## src/rtl/sn74hc165_reader.sv

```systemverilog
// Periodically scans a chain of 74HC165 parallel-in/serial-out shift registers, MSB first,
// and presents the last completed scan with valid/changed pulses.
module sn74hc165_reader #(
   parameter int unsigned DATA_W   = 8,
   parameter int unsigned BIT_HALF = 500,
   parameter int unsigned SCAN_GAP = 1000
) (
   input  logic              clk,
   input  logic              rst_n,
   input  logic              SN74HC165_data,
   output logic              SN74HC165_clk,
   output logic              SN74HC165_load_n,
   output logic [DATA_W-1:0] o_buf,
   output logic              o_valid,
   output logic              o_changed
);

   localparam int unsigned CntMax = (SCAN_GAP > BIT_HALF) ? SCAN_GAP : BIT_HALF;
   localparam int unsigned CntW   = $clog2(CntMax + 1);
   localparam int unsigned IdxW   = $clog2(DATA_W);

   localparam logic [CntW-1:0] GapEnd  = CntW'(SCAN_GAP);
   localparam logic [CntW-1:0] HalfEnd = CntW'(BIT_HALF - 1);
   localparam logic [IdxW-1:0] IdxLast = IdxW'(DATA_W - 1);

   typedef enum logic [2:0] {StGap, StLoad, StShiftLo, StShiftHi, StDone} state_e;

   state_e            state_q;
   logic [CntW-1:0]   cnt_q;
   logic [IdxW-1:0]   idx_q;
   logic [DATA_W-1:0] shreg_q;
   logic [1:0]        sync_q;
   logic              seen_q;
   logic [DATA_W-1:0] shreg_d;

   assign shreg_d = {shreg_q[DATA_W-2:0], sync_q[1]};

   always_ff @(posedge clk or negedge rst_n) begin
      if (!rst_n) begin
         state_q          <= StGap;
         cnt_q            <= '0;
         idx_q            <= '0;
         shreg_q          <= '0;
         sync_q           <= '0;
         seen_q           <= 1'b0;
         SN74HC165_clk    <= 1'b0;
         SN74HC165_load_n <= 1'b1;
         o_buf            <= '0;
         o_valid          <= 1'b0;
         o_changed        <= 1'b0;
      end else begin
         sync_q    <= {sync_q[0], SN74HC165_data};
         o_valid   <= 1'b0;
         o_changed <= 1'b0;
         unique case (state_q)
            // GAP ends at SCAN_GAP; DONE re-enters it at 1, so release-to-first-valid and
            // valid-to-valid both equal SCAN_GAP + 2*DATA_W*BIT_HALF + 1.
            StGap: begin
               if (cnt_q == GapEnd) begin
                  state_q          <= StLoad;
                  cnt_q            <= '0;
                  SN74HC165_load_n <= 1'b0;
               end else begin
                  cnt_q <= cnt_q + 1'b1;
               end
            end
            StLoad: begin
               if (cnt_q == HalfEnd) begin
                  state_q          <= StShiftLo;
                  cnt_q            <= '0;
                  idx_q            <= '0;
                  SN74HC165_load_n <= 1'b1;
               end else begin
                  cnt_q <= cnt_q + 1'b1;
               end
            end
            StShiftLo: begin
               if (cnt_q == HalfEnd) begin
                  shreg_q <= shreg_d;
                  cnt_q   <= '0;
                  if (idx_q == IdxLast) begin
                     state_q   <= StDone;
                     o_buf     <= shreg_d;
                     o_valid   <= 1'b1;
                     o_changed <= !seen_q || (shreg_d != o_buf);
                     seen_q    <= 1'b1;
                  end else begin
                     state_q       <= StShiftHi;
                     SN74HC165_clk <= 1'b1;
                  end
               end else begin
                  cnt_q <= cnt_q + 1'b1;
               end
            end
            StShiftHi: begin
               if (cnt_q == HalfEnd) begin
                  state_q       <= StShiftLo;
                  cnt_q         <= '0;
                  idx_q         <= idx_q + 1'b1;
                  SN74HC165_clk <= 1'b0;
               end else begin
                  cnt_q <= cnt_q + 1'b1;
               end
            end
            StDone: begin
               state_q <= StGap;
               cnt_q   <= CntW'(1);
            end
            default: state_q <= StGap;
         endcase
      end
   end

endmodule
```

## config.mk

```make
export PLATFORM = sky130hd
export DESIGN_NAME = sn74hc165_reader
export DESIGN_NICKNAME = d
export VERILOG_FILES = /design/src/rtl/sn74hc165_reader.sv
export SDC_FILE = /design/constraint.sdc
export NUM_CORES = 1
export LEC_CHECK = 0
export CORE_UTILIZATION = 56
export DETAILED_ROUTE_END_ITERATION = 8
export DONT_BUFFER_PORTS = 1
export PLACE_DENSITY = 0.83
export SYNTH_ARGS = -nofsm -noshare
export SYNTH_HDL_FRONTEND = slang
export SYNTH_SLANG_ARGS = --single-unit
```

## constraint.sdc

```tcl
create_clock -name clk -period 1.7 [get_ports clk]
set_input_delay 0.17 -clock clk [delete_from_list [all_inputs] [get_ports clk]]
set_output_delay 0.17 -clock clk [all_outputs]
set_load 0.02 [all_outputs]
```

==> summary.txt <==
Outcome
  – Status: complete, but fails checks
  – Failing checks: negative setup slack

Placed design
  – Routability Congestion: 0.830
  – Buffers on Ports: 0
  – Dpl hpwl: 2760 um
  – DP Area: 0.00203 sq mm

Routing
  – Vias: 1318
  – DRT Wirelength: between 4000 and 5000 um
  – # DRC: 0
  – Iteration count of the initial detailed-routing pass: 4
  – Antenna-violating nets left: 0
  – Via density: 5.73
  – DRT iter0 DRCs: 64
  – Avg WL per Cell: about 18 um

Logic synthesis
  – Post-Syn Nets: 161
  – Gate count of the mapped netlist: 154
  – Synth Area per Inst: 12.0 sq um
  – Ys async rst share: between 90% and 100%
  – Synthesized flop and latch total: 38
  – Seq/Total Area, Yosys: 51.3%
  – Synth warn: 0
  – Post-Synthesis Cell Area: about 0.0019 sq mm
  – Cell variety after synth: 41
  – Dominant register cell in the synthesized netlist: dfrtp_1
  – EDFF count, synth: 0

Layout
  – Final instance area: about 0.0023 sq mm
  – Syn-to-layout area delta: 21.8%
  – Final Core Density: between 70% and 80%
  – Nets: 193
  – N_diodes: 0
  – Share of layout cells above drive strength 1: 34.9%

STA
  – Worst-margin pin slew: 0.563 ns
  – Worst setup margin: -0.0452 ns
  – Final hold slack: ~0.29 ns
  – Max Slew Vio Count: 0
  – Timing-limited maximum frequency: 573 MHz
  – Worst rel slew slack: 62.5%
  – Clk_skew: 0.00549 ns
  – Setup violations, final: 7
  – RSZ-0062 raised after global routing: yes
  – Final min period: 1.75 ns
  – Final Hold Viols: 0
  – Final Cycle Share: 103%

Clocking
  – CTS tree: done
  – Htree depth: 2
  – Worst-path clk slew: between 0.1 and 0.15 ns
  – Root Buffer Master: clkbuf_4
  – Cts bufs inserted: 5
  – Max Root-Sink Buffers: 2
  – Worst skew pair latency: 0.34 ns
  – CTS sink cnt: 38

Pwr
  – Final Power: roughly 1400 uW
  – Worst vdd ir: 541 uV
  – Pwr dens: 606 mW/mm^2
  – Leakage: 0.00108 uW

Worst setup path
  – Crit. End Element: register
  – Worst Path Max Fanout: 6
  – Reg-to-reg slack, setup: -0.05 ns
  – R2r startpoint: cnt_q[1]
  – Worst r2r path cells: 7
  – Cell family with most CP delay: flip-flops
  – Crit Path Category: register to register
  – Crit path depth: 7
  – Reg2reg end: cnt_q[8]
  – WP buf/inv: 2
  – WP data required: 1.94 ns
  – Startpoint Class: register
  – Max incr delay on CP: 0.45 ns
  – Crit path cell chain: inv_1 > ha_1 > nand4b_1 > buf_4 > o31ai_1 > mux2_4 > nor2_1
  – Crit path DAT: slightly below 2 ns
  – Slowest-stage cell, CP: dfrtp_1

Job
  – Max_cap viols: 0

Global route
  – Overflow after GRT: 0
  – Total GRT Usage: 24.1%
  – Vias in the first global route: approximately 1300
  – First-pass GRT wire length: a little under 6000 um
  – Largest net degree at the start of global routing: 39
  – Initial antenna violation count: 0

Floorplanning
  – Initial Util: 59.8%
  – Die Wd: 59.6 um
  – Die Ht: 59.6 um
  – Core Rows: 20
  – Area of the die: 0.00355 sq mm
  – Ports: 15
  – Area of the core: 0.00310 sq mm

Worst hold path
  – Hold Crit Class: input pin to async pin
Yosys cell counts, types with 3 or more instances:
library cell	instances	share of area [%]
nand2b_1	4	1.3
a21oi_1	3	0.81
dfrtp_1	37	50
nor2_1	12	2.4
xnor2_1	6	2.8
xor2_1	9	4.2
and3_1	3	1.0
ha_1	4	2.7
inv_1	9	1.8
nand4_1	5	1.7
nand2_1	7	1.4
mux2_2	18	11
cell usage in the layout (no fill, tap or decap), types with 2 or more instances in the layout:
cell type / count
dfrtp_1: 35
buf_4: 26
nor2_1: 12
inv_1: 9
xor2_1: 9
mux2_4: 9
mux2_2: 9
nand2_1: 7
xnor2_1: 6
nand4_1: 5
clkbuf_4: 5
nand2b_1: 4
a21oi_1: 3
and3_1: 3
ha_1: 3
nor4_4: 2
nor4_1: 2
a31oi_1: 2
nor3_4: 2
o31ai_1: 2
mux2i_1: 2
o21ai_0: 2
dlygate4sd3_1: 2
dfrtp_2: 2
flip-flops by register name (all words and copies together), names as in the netlist:
register	cells
cnt_q	10
o_buf	8
shreg_q	7
idx_q	3
state_q	3
sync_q	2
SN74HC165_clk	1
SN74HC165_load_n	1
o_changed	1
o_valid	1
seen_q	1
cell families (layout without fill, tap and decap cells):
family | after synthesis | after routing | synth area share, %
AND/OR/NAND/NOR | 47 | 47 | 17.9
flip-flops | 38 | 38 | 51.3
multiplexers | 20 | 20 | 12.0
AO/OA/AOI/OAI | 16 | 16 | 5.66
XOR/XNOR | 15 | 15 | 7.08
buffers and inverters | 14 | 46 | 3.37
adder cells (fa/ha/maj) | 4 | 4 | 2.70
worst max path at each step:
stage | start | to | slack [ns]
after floorplan | state_q[0] | shreg_q[0] | -0.003
after global placement | cnt_q[1] | state_q[2] | 0.06
after detailed placement | cnt_q[1] | o_buf[0] | 0.006
after CTS | cnt_q[1] | shreg_q[6] | 0.001
after global routing | cnt_q[1] | cnt_q[6] | -0.11
final | cnt_q[1] | cnt_q[8] | -0.05
area by class of cell:
type | count | area, sq um
Clock buffer | 6 | 41.3
Clock inverter | 1 | 7.51
Fill cell | 211 | 842
Tap cell | 44 | 55.1
Sequential cell | 38 | 955
Multi-Input combinational cell | 102 | 922
Timing Repair Buffer | 30 | 246
Inverter | 9 | 33.8
where the power goes:
part	leakage, uW	switching (uW)	total (uW)	internal (uW)
Combinational	0.000555	19.4	28.8	9.42
Sequential	0.000505	1.39	907	906
Clock	0.0000243	279	433	154
Total	0.00108	300	1370	1070
per-layer routing:
| layer | vias up | wire [um] | global-route usage (%) |
|---|---|---|---|
| li1 | 611 | - | - |
| met1 | 657 | 1630 | 28.0 |
| met2 | 35 | 2280 | 42.1 |
| met3 | 15 | 215 | 8.52 |
| met4 | 0 | 123 | 6.98 |
| met5 | - | 0 | 0 |
repair_timing:
action | in CTS | in global routing
resized for setup | 3 | 14
hold buffers | 3 | 0
cloned | 0 | 0
pin swaps | 0 | 2
endpoints found under the hold margin | 39 | 0
setup endpoints to repair | 17 | 28
buffers inserted | 0 | 9
stage by stage:
stage	setup TNS, ns	setup WS (ns)	instances
floorplan	-0.0235	-0.00336	154
global placement	0	0.0631	211
detailed placement	0	0.00620	211
CTS	0	0.00122	221
global route	-1.48	-0.115	230
finish	-0.284	-0.0452	230
(Power assumes the default switching activity.)
